===== src/rtl/mem_wb_stall.sv =====
// Memory/writeback stage: selects writeback data, extracts loads from aligned
// memory words, and stalls upstream while a load response is outstanding.
module mem_wb_stall #(
  parameter int XLEN    = 32,
  parameter int TIMEOUT = 15,
  parameter int RDW     = 5
) (
  input  logic            clk,
  input  logic            reset,
  input  logic            in_valid,
  input  logic [2:0]      in_wb_op,
  input  logic [2:0]      in_funct3,
  input  logic [RDW-1:0]  in_rd,
  input  logic [XLEN-1:0] in_pc,
  input  logic [XLEN-1:0] in_alu_result,
  input  logic            mem_rsp_valid,
  input  logic [XLEN-1:0] mem_rsp_data,
  output logic            stall_out,
  output logic [XLEN-1:0] regs_data_out,
  output logic [RDW-1:0]  regs_wr_id_out,
  output logic            regs_write_out,
  output logic            err_out
);

  localparam int OFFW = $clog2(XLEN / 8);
  localparam int CW   = $clog2(TIMEOUT + 1);

  typedef enum logic { IDLE, WAIT } state_e;
  typedef enum logic [2:0] {
    WB_NONE = 3'd0, WB_PC2 = 3'd1, WB_PC4 = 3'd2, WB_ALU = 3'd3, WB_MEM = 3'd4
  } wb_op_e;

  state_e          state;
  logic [CW-1:0]   wait_cnt;
  logic [RDW-1:0]  cap_rd;
  logic [2:0]      cap_funct3;
  logic [OFFW-1:0] cap_off;

  logic [2:0]      ld_funct3;
  logic [OFFW-1:0] ld_off;
  logic [XLEN-1:0] ld_value;
  logic            mem_bad;
  logic            wr_req;
  logic            wr_fire;
  logic [XLEN-1:0] wr_data;
  logic [RDW-1:0]  wr_rd;

  function automatic logic supported(input logic [2:0] f3);
    case (f3)
      3'd0, 3'd1, 3'd2, 3'd4, 3'd5: return 1'b1;
      3'd3, 3'd6:                   return (XLEN == 64);
      default:                      return 1'b0;
    endcase
  endfunction

  function automatic logic misaligned(input logic [2:0] f3, input logic [OFFW-1:0] off);
    case (f3)
      3'd1, 3'd5: return off[0];
      3'd2, 3'd6: return |off[1:0];
      3'd3:       return |off;
      default:    return 1'b0;
    endcase
  endfunction

  // The word arrives aligned; shift the addressed bytes down, then extend.
  function automatic logic [XLEN-1:0] extract(input logic [XLEN-1:0] word,
                                              input logic [2:0] f3,
                                              input logic [OFFW-1:0] off);
    logic [XLEN-1:0] sh;
    logic [XLEN-1:0] res;
    sh  = word >> {off, 3'b000};
    res = '0;
    case (f3)
      3'd0: begin res = {XLEN{sh[7]}};  res[7:0]  = sh[7:0];  end
      3'd1: begin res = {XLEN{sh[15]}}; res[15:0] = sh[15:0]; end
      3'd2: begin res = {XLEN{sh[31]}}; res[31:0] = sh[31:0]; end
      3'd3: res = sh;
      3'd4: res[7:0]  = sh[7:0];
      3'd5: res[15:0] = sh[15:0];
      3'd6: res[31:0] = sh[31:0];
      default: res = '0;
    endcase
    return res;
  endfunction

  assign stall_out = (state == WAIT);
  assign ld_funct3 = (state == WAIT) ? cap_funct3 : in_funct3;
  assign ld_off    = (state == WAIT) ? cap_off    : in_alu_result[OFFW-1:0];
  assign ld_value  = extract(mem_rsp_data, ld_funct3, ld_off);
  assign mem_bad   = !supported(in_funct3) || misaligned(in_funct3, in_alu_result[OFFW-1:0]);
  assign wr_fire   = wr_req && (wr_rd != '0);

  // NOTE: every signal gets a default at the top of always_comb so no path leaves it unassigned and infers a latch.
  always_comb begin
    wr_req  = 1'b0;
    wr_data = ld_value;
    wr_rd   = in_rd;
    if (state == WAIT) begin
      wr_req = mem_rsp_valid;
      wr_rd  = cap_rd;
    end else if (in_valid) begin
      case (in_wb_op)
        WB_PC2: begin wr_req = 1'b1; wr_data = in_pc + XLEN'(2); end
        WB_PC4: begin wr_req = 1'b1; wr_data = in_pc + XLEN'(4); end
        WB_ALU: begin wr_req = 1'b1; wr_data = in_alu_result;    end
        WB_MEM: wr_req = !mem_bad && mem_rsp_valid;
        default: wr_req = 1'b0;
      endcase
    end
  end

  // NOTE: sequential state uses non-blocking assignments so all registers update from pre-edge values.
  always_ff @(posedge clk or posedge reset) begin
    if (reset) begin
      state          <= IDLE;
      wait_cnt       <= '0;
      cap_rd         <= '0;
      cap_funct3     <= '0;
      cap_off        <= '0;
      regs_data_out  <= '0;
      regs_wr_id_out <= '0;
      regs_write_out <= 1'b0;
      err_out        <= 1'b0;
    end else begin
      regs_write_out <= wr_fire;
      err_out        <= 1'b0;
      if (wr_fire) begin
        regs_data_out  <= wr_data;
        regs_wr_id_out <= wr_rd;
      end
      case (state)
        IDLE: begin
          if (in_valid && in_wb_op == WB_MEM) begin
            if (mem_bad) begin
              err_out <= 1'b1;
            end else if (!mem_rsp_valid) begin
              state      <= WAIT;
              wait_cnt   <= '0;
              cap_rd     <= in_rd;
              cap_funct3 <= in_funct3;
              cap_off    <= in_alu_result[OFFW-1:0];
            end
          end
        end
        WAIT: begin
          if (mem_rsp_valid) begin
            state <= IDLE;
          end else if (wait_cnt == CW'(TIMEOUT - 1)) begin
            state   <= IDLE;
            err_out <= 1'b1;
          end else begin
            wait_cnt <= wait_cnt + CW'(1);
          end
        end
        default: state <= IDLE;
      endcase
    end
  end

endmodule


===== config.mk =====
export PLATFORM = sky130hd
export DESIGN_NAME = mem_wb_stall
export DESIGN_NICKNAME = d
export VERILOG_FILES = /design/src/rtl/mem_wb_stall.sv
export SDC_FILE = /design/constraint.sdc
export NUM_CORES = 1
export LEC_CHECK = 0
export ABC_AREA = 1
export CAP_MARGIN = 20
export CORE_MARGIN = 2
export CORE_UTILIZATION = 53
export DETAILED_ROUTE_END_ITERATION = 8
export HOLD_SLACK_MARGIN = 0.15
export PLACE_DENSITY_LB_ADDON = 0.3
export SLEW_MARGIN = 10
export SYNTH_ARGS = -nofsm -noshare
export SYNTH_HDL_FRONTEND = slang
export SYNTH_SLANG_ARGS = --single-unit

===== constraint.sdc =====
create_clock -name clk -period 5.2 [get_ports clk]
set_input_delay 0.52 -clock clk [delete_from_list [all_inputs] [get_ports clk]]
set_output_delay 0.52 -clock clk [all_outputs]
set_load 0.02 [all_outputs]

==> results.md, run 1 <==
* Fin. Hold Viols at 0
* Share of the synthesized area in the top cell type at approximately a quarter
* Unique masters post-synth at 36
* I/O pin count at 151
* IO Port Bufs at 150
* Crit Reg-Reg Endpoint: regs_data_out[10]
* Crit Path Class: reg -> reg
* Startpoint types: register
* Antenna cells at 0
* Max cap viols at 0
* CTS tree: done
* RSZ-0062 raised after global routing: false
* P_int at approximately 900 uW
* R2r worst-path depth at 10
* Initial antenna violation count at 0
* Gr usage total at 35.54%
* Class of the worst hold path: reg -> reg
* Hold Path End: cap_rd[2]
* Antenna-violating nets left at 0
* Detailed-route vias per instance at 5.708
* Layout area overhead at 31.51%
* EDFF count, synth at 0
* Final WL at 18,220 um
* Predominant post-synthesis flop cell: dfrtp_1
* Post-CTS Hold Buffers at 0
* Flop pwr share at a little under two fifths
* Post-Syn Nets at 1,010
* Post-detailed-route DRC marker count at 0
* Die Y at 102.6 um
* Status: finished, final reports clean
* Syn_area_per_cell at 5.754 um2
* Routed via count at 6,587
* Skew final at 0.01483 ns
* WP data required at 5.44 ns
* Cell family with most CP delay: buffers and inverters
* Final-report max-slew violation count at 0
* Vias in the first global route at 6,115
* Synth warn at 0
* Clock slew at reported path FFs at between 0.1 and 0.15 ns
* Buffer count from post-CTS setup fixing at 0
* Post-synth ARST share at 100.0%
* Clk sink count at 54
* Core footprint at 0.009328 mm2
* Most instantiated cells after synthesis: nand2_1, nand3_1, inv_1
* Net switching power at between 500 and 600 uW
* Max Freq at 310.0 MHz
* Worst-margin pin slew at 0.8235 ns
* Final Hold Slack at 0.4902 ns
* Reg2reg setup slack at just under 2 ns
* H-tree depth at 2
* Hold Path Stages at 2
* Die area at 0.01052 mm2
* Setup crit end kind: register
* Die width at around 100 um
* Tmin final at 3.226 ns
* Combinational power share at 43.7%
* Syn Inst Count at 895
* Setup tns final at 0 ns
* Buf/Inv on CP at 2
* # rows at 35
* Post-CTS Resized at 0
* RePlAce Congestion at 1.011
* Global-route wire length before repair at between 20,000 and 30,000 um
* Crit path from: stall_out
* Crit path DAT at 3.47 ns
* Share of cells above drive strength 1 at ~3.5%
* Root buf cell: clkbuf_8
* FF+latch count, synth at 54
* Clock latency at the later pin of the worst-skew pair at 0.32 ns
* Leak Pwr at 0.003074 uW
* GR Overflow Total at 0
* Initial core utilization at a little under three fifths
* Worst-path cell chain: inv_4, nand2_1, o21ai_0, nand3_1, nor2_1, nor2_1, nand2_2, inv_2, o21ai_0, o21ai_1
* Clk buf depth at 2
* Endpoints failing setup at 0
* Nets at around 1,100
* Net Sw Frac at 39.17%
* Min-delay src: cap_rd[2]
* Crit path max fanout at between 40 and 50
* Pre-antenna DRT Iters at 8
* Dominant cells by area after synthesis: dfrtp_1, nand2_1, nand3_1, o21ai_0, inv_1
* Power per cell area at between 200 and 250 mW/mm2
* Mapped cell area at 0.005150 mm2
* Leading area contributor after synthesis: dfrtp_1
* Sequential share of the synthesized area at 26.24%
* Slowest Stage Delay on Critical Path at 0.83 ns
* Avg WL per Cell at 15.79 um
* Largest net degree at the start of global routing at 55
* Num CTS Buffers at 5
* Relative slew margins at between 40 and 50%
* DR iter-0 viols at 600
* VDD IR max at 0.0001610 V
* Worst r2r src: stall_out
* Slowest cell on the critical path: dfrtp_1
* Clock network fraction of design power at 18.0%
* Final period utilization at about 62%
* Cell with the most instances after synthesis: nand2_1
* Half-perimeter wire length after placement at 13,980 um
## power by group through the flow
stage | clock, uW | sequential (uW) | combinational [uW]
floorplan | 0 | 641 | 256
global placement | 0 | 573 | 632
detailed placement | 0 | 573 | 641
CTS | 267 | 567 | 644
global route | 282 | 576 | 710
finish | 268 | 569 | 649
## metrics by stage
stage	cells	setup slack, ns	instance area [um2]	power (uW)	util [%]
3_5_place_dp	1146	1.942	6674	1214	71.55
5_1_grt	1154	1.683	6773	1569	72.61
6_report	1154	1.974	6773	1486	72.61
4_1_cts	1154	2.029	6773	1478	72.61
2_1_floorplan	895	3.365	5150	897.5	-
3_3_place_gp	1146	2.064	6674	1205	71.55
## routing by layer
metal	wire length (um)	vias to the layer above	global-route usage [%]
li1	-	3204	-
met1	7733	2919	48.35
met2	8004	403	56.36
met3	1714	61	5.763
met4	766	0	14.97
met5	0	-	0
## final cells by class
cell class	instances	area, um2
clock buffer	6	82.58
clock inverter	2	16.27
fill	823	2555
inverter	90	340.3
multi-input combinational	720	3297
sequential	54	1351
tap	129	161.4
timing repair buffer	153	1524
## placed cells by master (no fill, tap or decap), types with 2 or more instances in the layout
cell,Yosys,routed
nand2_1,302,302
ha_1,4,4
clkdlybuf4s50_1,0,150
inv_1,85,84
nand4_1,9,9
inv_2,3,4
dfrtp_1,54,54
clkbuf_8,0,6
o21ai_1,9,9
nor2_1,81,80
o21ai_0,65,65
a21oi_1,57,57
nand2_2,4,4
o31ai_1,2,2
a31oi_1,8,8
or2_1,2,2
nor2_2,7,8
o22ai_1,2,2
nand3_2,3,3
buf_4,3,3
nand3_1,140,140
o211ai_1,13,13
o21ai_2,2,2
## cell families after synthesis
logic type                 Yosys count  share of synthesized area (%)
xor gates and xnor gates             1                         0.1701
AOI/OAI and AO/OA                  163                          17.47
buffers and inverters              121                          9.791
DFF                                 54                          26.24
adders and majority gates            4                         0.9719
and+or+nand+nor                    552                          45.36
## state kept, by name, summed over array words and instances (netlist names)
signal          count
cap_funct3          3
cap_off             2
cap_rd              5
err_out             1
regs_data_out      32
regs_wr_id_out      5
regs_write_out      1
stall_out           1
wait_cnt            4
## worst min-delay path: stages (launching register included)
cell     delay (ns)
dfrtp_1        0.36
nand2_1        0.05
nand2_1        0.06
## how the worst max path moves through the flow
stage	to	slack, ns	cells after the start
final	regs_data_out[10]	1.97	10
after CTS	regs_data_out[10]	2.03	10
after global routing	regs_data_out[10]	1.68	10
after floorplan	cap_funct3[0]	3.37	1
after detailed placement	regs_data_out[10]	1.94	11
after global placement	regs_data_out[9]	2.06	11
Power figures use the tool's default switching activity.
==> run 2: changes to the inputs <==
Settings changed: CORE_UTILIZATION 53 to 49.
Clock period 5.2 ns to 3.1 ns, I/O delays scaled along.
==> run 2 against run 1 <==
Compared with the run above:
- design area increased by 1.3%
- via count decreased by 0.38%
- final cell count increased by 1.4%
- combinational power increased by 69%
- fmax increased by 37%
- register-to-register slack got worse by 1.2 ns
- worst setup slack got worse by 1.2 ns
- sequential cell count unchanged
- core utilization decreased by 5.8 points
==> results.md, run 2 (synthesis results as in run 1) <==
* Crit path DAT at 2.60 ns
* Skew final at 0.003758 ns
* Most used cell, CP: nand2_1
* H-tree depth at 2
* Die area at 0.01135 mm2
* Layout area overhead at 33.28%
* Post-layout util at around two thirds
* Endpoints failing setup at 0
* Buf/Inv on CP at 2
* VDD IR max at 0.0002672 V
* Half-perimeter wire length after placement at between 10,000 and 15,000 um
* Relative slew margins at 48.95%
* Crit Path Class: reg -> reg
* Root buf cell: clkbuf_8
* Crit path max fanout at 32
* Top flop regs: regs_data_out x32, cap_rd x5, regs_wr_id_out x5
* Clk buf depth at 2
* Clock latency at the later pin of the worst-skew pair at 0.31 ns
* Most frequent cells in the layout: nand2_1, clkdlybuf4s50_1, nand3_1
* Initial antenna violation count at 0
* Clock slew at reported path FFs at 0.10 ns
* GR Overflow Total at 0
* Post-CTS Resized at 0
* Num CTS Buffers at 5
* Most common cell after layout, fill and taps aside: nand2_1
* Final WL at 18,760 um
* Leak Pwr at ~0.0031 uW
* Post-detailed-route DRC marker count at 0
* Post-CTS Hold Buffers at 0
* Max cap viols at 0
* Setup tns final at 0 ns
* RSZ-0062 raised after global routing: false
* Detailed-route vias per instance at around 5.6
* Nets at 1,148
* Clk sink count at 54
* Worst-path cell chain: buf_4, nand2_1, nand2_2, buf_4, nand2_1, nand2_1, nand3_1, nand3_1, a21oi_1, a21oi_1
* WP data required at 3.34 ns
* Die width at 106.5 um
* Slowest Stage Delay on Critical Path at around 0.61 ns
* Power per cell area at between 300 and 400 mW/mm2
* Total power at 2555 uW
* Final period utilization at 76.10%
* RePlAce Congestion at 1.020
* Flop pwr share at ~38%
* Status: finished, final reports clean
* Fillers at 993
* Clock network fraction of design power at 19.3%
* Buffer count from post-CTS setup fixing at 0
* Antenna-violating nets left at 0
* Global-route wire length before repair at 29,840 um
* Setup crit end kind: register
* Startpoint types: register
* Largest net degree at the start of global routing at 42
* CTS tree: done
* Pre-antenna DRT Iters at 5
* Max Freq at ~420 MHz
* Max FFs per register at 32
* Area occupied by multi-input gates at around 0.0033 mm2
* Sequential cell area at 0.001351 mm2
* Tmin final at 2.359 ns
* Worst-margin pin slew at 0.7658 ns
* P_int at around 1600 uW
* Fin. Hold Viols at 0
* Core footprint at 0.01028 mm2
* Initial core utilization at 50.11%
* DR iter-0 viols at 501
* Antenna cells at 0
* Final-report max-slew violation count at 0
* Cell family with most CP delay: simple AND/OR/NAND/NOR gates
* I/O pin count at 151
* Class of the worst hold path: in -> async
* Routed via count at 6,562
* Placed Cells at about 1,200
* Non-filler instance count after layout at 1,170
* IO Port Bufs at 150
* Share of cells above drive strength 1 at under 10%
* Combinational power share at 43.1%
* Die Y at 106.5 um
* # rows at 37
* Avg WL per Cell at 16.04 um
* Vias in the first global route at 6,026
* Reg with most FFs: regs_data_out
* Gr usage total at roughly 33%
* Net switching power at 976.5 uW
* Slowest cell on the critical path: dfrtp_1
* Net Sw Frac at 38.23%
[run 2: changes by cell type in the layout (fill, tap and decap cells not counted)]
cell | before | now
buf_4 | 3 | 12
bufinv_16 | 0 | 1
clkbuf_8 | 6 | 5
clkinvlp_4 | 1 | 2
inv_6 | 1 | 0
[run 2: final timing paths]
check | from | to | slack, ns | cells past startpoint
max in group asynchronous | reset | regs_data_out[15] | 2.01 | 3
min in group clk | cap_rd[4] | cap_rd[4] | 0.49 | 2
setup / recovery | stall_out | regs_data_out[30] | 0.74 | 10
setup reg to reg | stall_out | regs_data_out[30] | 0.74 | 10
hold / removal | reset | regs_data_out[3] | 0.43 | 2
hold reg to reg | cap_rd[4] | cap_rd[4] | 0.49 | 2
[run 2: power by group through the flow]
stage	Combinational [uW]	Sequential, uW	Clock (uW)
after CTS	1100	956	491
after global routing	1190	972	523
final	1100	959	494
after global placement	1070	967	0
after floorplan	430	1080	0
after detailed placement	1090	968	0
[run 2: layout make-up]
type,count,share of cell area [%]
clock buffer,5,1.003
clock inverter,3,0.6562
inverter,90,4.958
multi-input combinational,720,48.03
sequential,54,19.69
tap,136,2.479
timing repair buffer,162,23.19
[run 2: metrics by stage]
step           area (um2)  setup slack (ns)  hold WS, ns
2_1_floorplan        5150             1.331       0.4055
6_report             6864            0.7408       0.4251
5_1_grt              6864            0.5057       0.5201
3_3_place_gp         6750            0.5887       0.4601
4_1_cts              6864            0.7580       0.4699
3_5_place_dp         6750            0.5450       0.4685
[run 2: per-layer routing]
metal  routed length (um)  GRT usage, %
met1                 7978         43.89
met4                  838         14.10
met2                 8416         54.08
met3                 1528         3.985
met5                    0             0
